$ cat src/rtl/mem_arbiter_if.sv
// Request/grant and RAM bus bundle for mem_arbiter.
// The slave side is the arbiter; the master side is the requesters plus the RAM.
interface mem_arbiter_if #(
  parameter int ADDR_W = 14
) ();
  logic              if_req;
  logic [31:0]       if_addr;
  logic              if_gnt;
  logic              if_rvalid;
  logic [31:0]       if_rdata;
  logic              d_req;
  logic [31:0]       d_addr;
  logic [3:0]        d_we;
  logic [31:0]       d_wdata;
  logic              d_gnt;
  logic              d_rvalid;
  logic [31:0]       d_rdata;
  logic              dbg_req;
  logic [31:0]       dbg_addr;
  logic [3:0]        dbg_we;
  logic [31:0]       dbg_wdata;
  logic              dbg_gnt;
  logic              dbg_rvalid;
  logic [31:0]       dbg_rdata;
  logic              ram_en;
  logic [ADDR_W-1:0] ram_addr;
  logic [3:0]        ram_we;
  logic [31:0]       ram_d;
  logic [31:0]       ram_q;

  modport slave (
    input  if_req, if_addr,
    input  d_req, d_addr, d_we, d_wdata,
    input  dbg_req, dbg_addr, dbg_we, dbg_wdata,
    input  ram_q,
    output if_gnt, if_rvalid, if_rdata,
    output d_gnt, d_rvalid, d_rdata,
    output dbg_gnt, dbg_rvalid, dbg_rdata,
    output ram_en, ram_addr, ram_we, ram_d
  );

  modport master (
    output if_req, if_addr,
    output d_req, d_addr, d_we, d_wdata,
    output dbg_req, dbg_addr, dbg_we, dbg_wdata,
    output ram_q,
    input  if_gnt, if_rvalid, if_rdata,
    input  d_gnt, d_rvalid, d_rdata,
    input  dbg_gnt, dbg_rvalid, dbg_rdata,
    input  ram_en, ram_addr, ram_we, ram_d
  );
endinterface

$ cat src/rtl/mem_arbiter.sv
// Three-port single-port-RAM arbiter (fetch, data, debug) with read tag pipeline.
// Define MEM_ARB_RR_EN for round-robin; default is fixed priority d > if > dbg.
module mem_arbiter #(
  parameter int ADDR_W = 14,
  parameter int LAT    = 1
) (
  input logic         clk,
  input logic         rst_n,
  mem_arbiter_if.slave bus
);

  typedef enum logic [1:0] {
    OWN_IF  = 2'd0,
    OWN_D   = 2'd1,
    OWN_DBG = 2'd2
  } own_e;

  logic [2:0] req;
  logic [2:0] gnt;
  own_e       own;
  logic       rd;

  // Grants are gated by reset so all outputs read 0 while rst_n is low.
  assign req = {bus.dbg_req, bus.d_req, bus.if_req} & {3{rst_n}};

`ifdef MEM_ARB_RR_EN
  own_e last_q;
  own_e last_d;

  always_comb begin
    gnt = 3'b000;
    case (last_q)
      OWN_IF: begin
        if (req[1])      gnt = 3'b010;
        else if (req[2]) gnt = 3'b100;
        else if (req[0]) gnt = 3'b001;
      end
      OWN_D: begin
        if (req[2])      gnt = 3'b100;
        else if (req[0]) gnt = 3'b001;
        else if (req[1]) gnt = 3'b010;
      end
      default: begin
        if (req[0])      gnt = 3'b001;
        else if (req[1]) gnt = 3'b010;
        else if (req[2]) gnt = 3'b100;
      end
    endcase
  end

  always_comb begin
    last_d = last_q;
    if (|gnt) last_d = own;
  end

  always_ff @(posedge clk or negedge rst_n) begin
    if (!rst_n) last_q <= OWN_DBG;
    else        last_q <= last_d;
  end
`else
  always_comb begin
    gnt = 3'b000;
    if (req[1])      gnt = 3'b010;
    else if (req[0]) gnt = 3'b001;
    else if (req[2]) gnt = 3'b100;
  end
`endif

  always_comb begin
    bus.ram_en   = |gnt;
    bus.ram_addr = '0;
    bus.ram_we   = 4'b0000;
    bus.ram_d    = 32'h0;
    rd           = 1'b0;
    own          = OWN_IF;
    unique case (1'b1)
      gnt[0]: begin
        bus.ram_addr = bus.if_addr[ADDR_W+1:2];
        rd           = 1'b1;
        own          = OWN_IF;
      end
      gnt[1]: begin
        bus.ram_addr = bus.d_addr[ADDR_W+1:2];
        bus.ram_we   = bus.d_we;
        bus.ram_d    = bus.d_wdata;
        rd           = (bus.d_we == 4'b0000);
        own          = OWN_D;
      end
      gnt[2]: begin
        bus.ram_addr = bus.dbg_addr[ADDR_W+1:2];
        bus.ram_we   = bus.dbg_we;
        bus.ram_d    = bus.dbg_wdata;
        rd           = (bus.dbg_we == 4'b0000);
        own          = OWN_DBG;
      end
      default: ;
    endcase
  end

  assign bus.if_gnt  = gnt[0];
  assign bus.d_gnt   = gnt[1];
  assign bus.dbg_gnt = gnt[2];

  logic [LAT-1:0] vld_q;
  own_e           own_q [LAT];

  always_ff @(posedge clk or negedge rst_n) begin
    if (!rst_n) begin
      vld_q <= '0;
      for (int i = 0; i < LAT; i++) own_q[i] <= OWN_IF;
    end else begin
      vld_q[0] <= rd;
      own_q[0] <= own;
      for (int i = 1; i < LAT; i++) begin
        vld_q[i] <= vld_q[i-1];
        own_q[i] <= own_q[i-1];
      end
    end
  end

  assign bus.if_rvalid  = vld_q[LAT-1] && (own_q[LAT-1] == OWN_IF);
  assign bus.d_rvalid   = vld_q[LAT-1] && (own_q[LAT-1] == OWN_D);
  assign bus.dbg_rvalid = vld_q[LAT-1] && (own_q[LAT-1] == OWN_DBG);

  assign bus.if_rdata  = bus.ram_q;
  assign bus.d_rdata   = bus.ram_q;
  assign bus.dbg_rdata = bus.ram_q;

  // Upper address bits alias and byte offsets belong to the requester.
  logic unused_addr;
  assign unused_addr = ^{bus.if_addr[31:ADDR_W+2], bus.if_addr[1:0],
                         bus.d_addr[31:ADDR_W+2], bus.d_addr[1:0],
                         bus.dbg_addr[31:ADDR_W+2], bus.dbg_addr[1:0]};

  a_gnt_onehot: assert property (
    @(posedge clk) disable iff (!rst_n) $onehot0(gnt)
  );

endmodule

$ cat src/flat_wrapper.sv
// flat-port wrapper written by rule: the top's interface ports become plain ports
module mem_arbiter_flat 
#(
  parameter int ADDR_W = 14,
  parameter int LAT    = 1
)
  (clk, rst_n, bus_if_req, bus_if_addr, bus_d_req, bus_d_addr, bus_d_we, bus_d_wdata, bus_dbg_req, bus_dbg_addr, bus_dbg_we, bus_dbg_wdata, bus_ram_q, bus_if_gnt, bus_if_rvalid, bus_if_rdata, bus_d_gnt, bus_d_rvalid, bus_d_rdata, bus_dbg_gnt, bus_dbg_rvalid, bus_dbg_rdata, bus_ram_en, bus_ram_addr, bus_ram_we, bus_ram_d);
  mem_arbiter_if #(.ADDR_W(ADDR_W)) bus_i ();
  input logic clk;
  input logic rst_n;
  input wire logic [$bits(bus_i.if_req)-1:0] bus_if_req;
  input wire logic [$bits(bus_i.if_addr)-1:0] bus_if_addr;
  input wire logic [$bits(bus_i.d_req)-1:0] bus_d_req;
  input wire logic [$bits(bus_i.d_addr)-1:0] bus_d_addr;
  input wire logic [$bits(bus_i.d_we)-1:0] bus_d_we;
  input wire logic [$bits(bus_i.d_wdata)-1:0] bus_d_wdata;
  input wire logic [$bits(bus_i.dbg_req)-1:0] bus_dbg_req;
  input wire logic [$bits(bus_i.dbg_addr)-1:0] bus_dbg_addr;
  input wire logic [$bits(bus_i.dbg_we)-1:0] bus_dbg_we;
  input wire logic [$bits(bus_i.dbg_wdata)-1:0] bus_dbg_wdata;
  input wire logic [$bits(bus_i.ram_q)-1:0] bus_ram_q;
  output wire logic [$bits(bus_i.if_gnt)-1:0] bus_if_gnt;
  output wire logic [$bits(bus_i.if_rvalid)-1:0] bus_if_rvalid;
  output wire logic [$bits(bus_i.if_rdata)-1:0] bus_if_rdata;
  output wire logic [$bits(bus_i.d_gnt)-1:0] bus_d_gnt;
  output wire logic [$bits(bus_i.d_rvalid)-1:0] bus_d_rvalid;
  output wire logic [$bits(bus_i.d_rdata)-1:0] bus_d_rdata;
  output wire logic [$bits(bus_i.dbg_gnt)-1:0] bus_dbg_gnt;
  output wire logic [$bits(bus_i.dbg_rvalid)-1:0] bus_dbg_rvalid;
  output wire logic [$bits(bus_i.dbg_rdata)-1:0] bus_dbg_rdata;
  output wire logic [$bits(bus_i.ram_en)-1:0] bus_ram_en;
  output wire logic [$bits(bus_i.ram_addr)-1:0] bus_ram_addr;
  output wire logic [$bits(bus_i.ram_we)-1:0] bus_ram_we;
  output wire logic [$bits(bus_i.ram_d)-1:0] bus_ram_d;
  assign bus_i.if_req = bus_if_req;
  assign bus_i.if_addr = bus_if_addr;
  assign bus_i.d_req = bus_d_req;
  assign bus_i.d_addr = bus_d_addr;
  assign bus_i.d_we = bus_d_we;
  assign bus_i.d_wdata = bus_d_wdata;
  assign bus_i.dbg_req = bus_dbg_req;
  assign bus_i.dbg_addr = bus_dbg_addr;
  assign bus_i.dbg_we = bus_dbg_we;
  assign bus_i.dbg_wdata = bus_dbg_wdata;
  assign bus_i.ram_q = bus_ram_q;
  assign bus_if_gnt = bus_i.if_gnt;
  assign bus_if_rvalid = bus_i.if_rvalid;
  assign bus_if_rdata = bus_i.if_rdata;
  assign bus_d_gnt = bus_i.d_gnt;
  assign bus_d_rvalid = bus_i.d_rvalid;
  assign bus_d_rdata = bus_i.d_rdata;
  assign bus_dbg_gnt = bus_i.dbg_gnt;
  assign bus_dbg_rvalid = bus_i.dbg_rvalid;
  assign bus_dbg_rdata = bus_i.dbg_rdata;
  assign bus_ram_en = bus_i.ram_en;
  assign bus_ram_addr = bus_i.ram_addr;
  assign bus_ram_we = bus_i.ram_we;
  assign bus_ram_d = bus_i.ram_d;
  mem_arbiter #(.ADDR_W(ADDR_W), .LAT(LAT)) u_core (.clk(clk), .rst_n(rst_n), .bus(bus_i));
endmodule
$ cat config.mk
export PLATFORM = sky130hd
export DESIGN_NAME = mem_arbiter_flat
export DESIGN_NICKNAME = d
export VERILOG_FILES = /design/src/rtl/mem_arbiter_if.sv /design/src/rtl/mem_arbiter.sv /design/src/flat_wrapper.sv
export SDC_FILE = /design/constraint.sdc
export NUM_CORES = 1
export LEC_CHECK = 0
export ABC_AREA = 1
export CORE_AREA = 3 3 137 139
export CTS_CLUSTER_DIAMETER = 100
export DETAILED_ROUTE_END_ITERATION = 6
export DIE_AREA = 0 0 140 142
export HOLD_SLACK_MARGIN = 0.08
export PLACE_DENSITY = 0.5
export SLEW_MARGIN = 20
export SYNTH_ARGS = -nofsm -noshare
export SYNTH_HDL_FRONTEND = slang
export SYNTH_SLANG_ARGS = --single-unit
$ cat constraint.sdc
create_clock -name clk -period 2 [get_ports clk]
set_input_delay 0.3 -clock clk [delete_from_list [all_inputs] [get_ports clk]]
set_output_delay 0.3 -clock clk [all_outputs]
set_load 0.02 [all_outputs]
# Yosys cells after proc, flatten, opt, wreduce, memory -nomap -nowiden
# Index checks and enable logic that the tools add are counted.
[classes]
n_eq_ne = 2
muxes = 8
bitwise = 1
n_reduce_logical = 7
[op_table]
columns = ["operator", "count"]
rows = [
  ["32-bit case mux with 2 select lines", 1],
  ["14-bit case mux with 3 select lines", 1],
  ["3-bit 2-to-1 mux", 3],
  ["4-bit logical NOT", 2],
  ["4-bit case mux with 2 select lines", 1],
  ["2-bit case mux with 2 select lines", 1],
  ["3-bit AND", 1],
  ["1-bit logical AND", 3],
  ["1-bit case mux with 3 select lines", 1],
  ["3-bit OR reduction", 1],
  ["2-bit by 1-bit equality test with 1-bit output (second input constant)", 1],
  ["2-bit equality test (second input constant)", 1],
  ["2-bit logical NOT", 1],
]
[word_totals]
ff_bits = 3
in_bits = 205
output_inout_bits = 153
word_cells = 20

# Longest topological paths before layout
[logic_depth]
ltp_word = 5
ltp_mapped = 7
ltp_nobuf = 6

# Worst setup path after synthesis
# No wires, ideal clock.
[synth_timing]
kind = "in2out"
from = "input port bus_if_req"
to = "output port bus_ram_addr[10]"
arrival_ns = 1.076
t_required_ns = 1.700
slack_ns = 0.624
stages = 7
n_path_buf = 1
path_cell_list = "nand2_1 > nor2_4 > buf_2 > nand2_1 > nand2_1 > inv_1 > nand2_1"
[synth_between]
elab_chain_cells = 4
[synth_lines]
columns = ["element", "line_no", "source"]
rows = [
  ["start, declared", "flat_wrapper.sv:11", "input wire logic [$bits(bus_i.if_req)-1:0] bus_if_req;"],
  ["3-bit AND", "mem_arbiter.sv:24", "assign req = {bus.dbg_req, bus.d_req, bus.if_req} & {3{rst_n}};"],
  ["3-bit 2-to-1 mux", "mem_arbiter.sv:64", "else if (req[0]) gnt = 3'b001;"],
  ["3-bit 2-to-1 mux", "mem_arbiter.sv:63", "if (req[1]) gnt = 3'b010;"],
  ["net bus_if_gnt", "flat_wrapper.sv:22", "output wire logic [$bits(bus_i.if_gnt)-1:0] bus_if_gnt;"],
  ["14-bit case mux with 3 select lines", "mem_arbiter.sv:76", "unique case (1'b1)"],
  ["end, declared", "flat_wrapper.sv:32", "output wire logic [$bits(bus_i.ram_addr)-1:0] bus_ram_addr;"],
]
# The timed path passes the listed nets, and every way through them passes these cells.

# Final worst setup path
[layout_timing]
from = "input port rst_n"
to = "output port bus_ram_we[3]"
[layout_between]
elab_chain_cells = 5
[layout_lines]
columns = ["element", "line_no", "source"]
rows = [
  ["start, declared", "flat_wrapper.sv:10", "input logic rst_n;"],
  ["3-bit AND *", "mem_arbiter.sv:24", ""],
  ["3-bit 2-to-1 mux", "mem_arbiter.sv:65", "else if (req[2]) gnt = 3'b100;"],
  ["3-bit 2-to-1 mux", "mem_arbiter.sv:64", ""],
  ["3-bit 2-to-1 mux *", "mem_arbiter.sv:63", ""],
  ["4-bit case mux with 2 select lines *", "mem_arbiter.sv:76", ""],
  ["end, declared", "flat_wrapper.sv:33", "output wire logic [$bits(bus_i.ram_we)-1:0] bus_ram_we;"],
]
# Every way passes the cells marked *; elsewhere a longest branch is shown, timed or not.

==> metrics.cfg <==
[timing]
slew_headroom = 0.807
worst_slew_pin_slew_ps = 289
post-route-min-period_ps = 1870
finalCritPeriodShare = 0.936
setup_viol = 0
fmax_mhz = 534
finalHoldViolations = 0
whs_ps = 258
drv_slew = 0

[power]
power_uw = 950
combPwrFrac = 0.602
power_leakage_uw = 0.00161
power_frac_clock = 0.329
powerDensity_nw_per_um2 = 294
vdd_drop_max_v = 0.000225
seqPwrFrac = 0.069
p_sw_frac = 0.304
p_switching_uw = 288
p_int_uw = 662

[finish]
drive_above_1_share = 0.187
postLayoutCoreUtil = 0.181
post_layout_nonfiller_instances = 651
fin_area_um2 = 3230
areaGrowthSynthToFinish_pct = 87.6
diodes = 0
final_net_count = 628

[synth]
synth_area_um2 = 1720
syn_area_per_cell_um2 = 5.21
async_flop_share = 1.00
synth.distinct_cells = 14
ys.flop_type = dfrtp_1
synth_most_common_cell = nand2_1
synth_seq_area_share = 0.0436
ys_warn_count = 0
syn_nets = 535
synth_edf_count = 0
synth_common_cells = nand2_1, buf_4, inv_1
ys_seq_elements = 3
synth_top_area_share = 0.432
synth_area_leaders = buf_4, nand2_1, inv_1, dfrtp_1, buf_2
syn-instance-count = 330
yosysTopAreaCell = buf_4

[grt]
grt_pass1_wl_um = 10700
track_usage = 0.0678
grt_max_degree = 28
antenna_found_initial = 0
grt_pass1_vias = 2073
globalRoute.totalOverflow = 0

[worst_setup_path]
crit_required_ps = 1700
slowest_delay_ps = 320
path_max_fanout = 12
cp.arrival_ps = 1570
worstPathCellList = dlygate4sd2_1 -> nand2_1 -> inv_4 -> buf_12 -> buf_12 -> nand2_1 -> o21ai_0 -> clkdlybuf4s15_2
startpoint_type = input pin
cp.depth = 8
crit_slowest_cell = dlygate4sd2_1
crit_path_end = bus_ram_we[3]
cp-end-kind = primary output
crit_buf_inv = 5
setup.worst_path.start = rst_n
worst-setup-path-type = input pin to primary output
cpLargestDelayFamily = buffers and inverters

[floorplan]
io_pins = 358
die_h_um = 142
fp.dieW_um = 140
die_area_um2 = 19900
core_um2 = 17800
initial_core_util = 0.0968
row_count = 49

[routing]
wl_met2_um = 3560
vias = 2084
via_per_inst = 3.20
ant_nets = 0
wl_per_cell_um = 11.5
drt_pass1_iterations = 4
wl_met1_um = 2750
routed_wl_um = 7520
top_layer = met4
drc = 0
dr_wl_met3_um = 825
first_iter_violations = 40

[worst_hold_path]
min_path_type = input pin to async pin

[flow_run]
cap_violations = 0

[clocking]
numCtsBuffers = 3
h-tree-depth = 1
clockBufferDepth = 2
clk_pin_slew_ps = 30
cts_hold_buf = 0
cts-root-buf = clkbuf_16
cts_tree = yes
clock_sinks = 3

[placed_design]
dpl-instance-area_um2 = 3140
gp_congestion = 0.740
post-dp-hpwl_um = 5830
port_buffers = 175
placed_cells = 638

[status]
status = complete, no violations

kinds of logic (layout without fill, tap and decap cells):
kind of cell,after synthesis,count (layout),share of synthesized area
compound gates,4,4,0.0116
buf+inv,132,224,0.517
flops,3,3,0.0436
simple gates,191,191,0.428
cell type report:
| cell class | count | area [um2] |
|---|---|---|
| timing repair buffer | 195 | 1910 |
| inverter | 25 | 96.3 |
| sequential | 3 | 75.1 |
| multi-input combinational | 195 | 776 |
| fill | 2072 | 14600 |
| tap | 229 | 287 |
| clock buffer | 4 | 78.8 |
power groups by stage:
stage | clock network, uW | logic, uW | registers, uW
CTS | 320 | 588 | 65.4
global route | 329 | 621 | 65.8
finish | 313 | 572 | 65.3
floorplan | 0 | 464 | 65.6
detailed placement | 0 | 596 | 66.1
global placement | 0 | 599 | 65.9
through the flow:
step	setup slack [ps]	TNS [ps]
4_1_cts	1.02	0
6_report	129	0
5_1_grt	-6.62	-13.8
2_1_floorplan	624	0
3_5_place_dp	-494	-23130
3_3_place_gp	-462	-21060
repair_timing:
action | 4_1_cts | 5_1_grt
setup endpoints to repair | 54 | 41
gates resized for setup | 180 | 28
gates cloned | 2 | 1
pin swaps | 2 | 1
setup buffers | 5 | 1
flip-flops by register name, summed over array words and instances (netlist names):
register and count:
u_core.own_q 2, u_core.vld_q 1
layer usage:
| metal | track usage | vias up |
|---|---|---|
| met2 | 0.125 | 154 |
| li1 | - | 1057 |
| met1 | 0.0691 | 840 |
| met5 | 0 | - |
| met4 | 0.0347 | 0 |
| met3 | 0.0208 | 33 |
worst min path at each step:
stage / to
CTS: u_core.own_q[0]
detailed placement: bus_d_rdata[19]
floorplan: u_core.own_q[0]
global route: u_core.own_q[0]
global placement: bus_d_rdata[19]
finish: u_core.own_q[0]
layout by cell type, fill, tap and decap left out:
| cell | instances |
|---|---|
| buf_12 | 10 |
| buf_16 | 1 |
| buf_2 | 37 |
| buf_4 | 7 |
| buf_6 | 3 |
| bufbuf_16 | 1 |
| clkbuf_1 | 1 |
| clkbuf_16 | 4 |
| clkdlybuf4s15_2 | 10 |
| clkdlybuf4s50_1 | 117 |
| dfrtp_1 | 3 |
| dlygate4sd2_1 | 7 |
| dlymetal6s2s_1 | 1 |
| inv_1 | 22 |
| inv_2 | 2 |
| inv_4 | 1 |
| nand2_1 | 178 |
| nand3_1 | 2 |
| nand3_4 | 1 |
| nand4_1 | 1 |
| nor2_1 | 5 |
| nor2_4 | 2 |
| nor3_1 | 1 |
| nor3b_1 | 1 |
| o21ai_0 | 4 |
No activity file was read; power rests on OpenSTA's default activity.
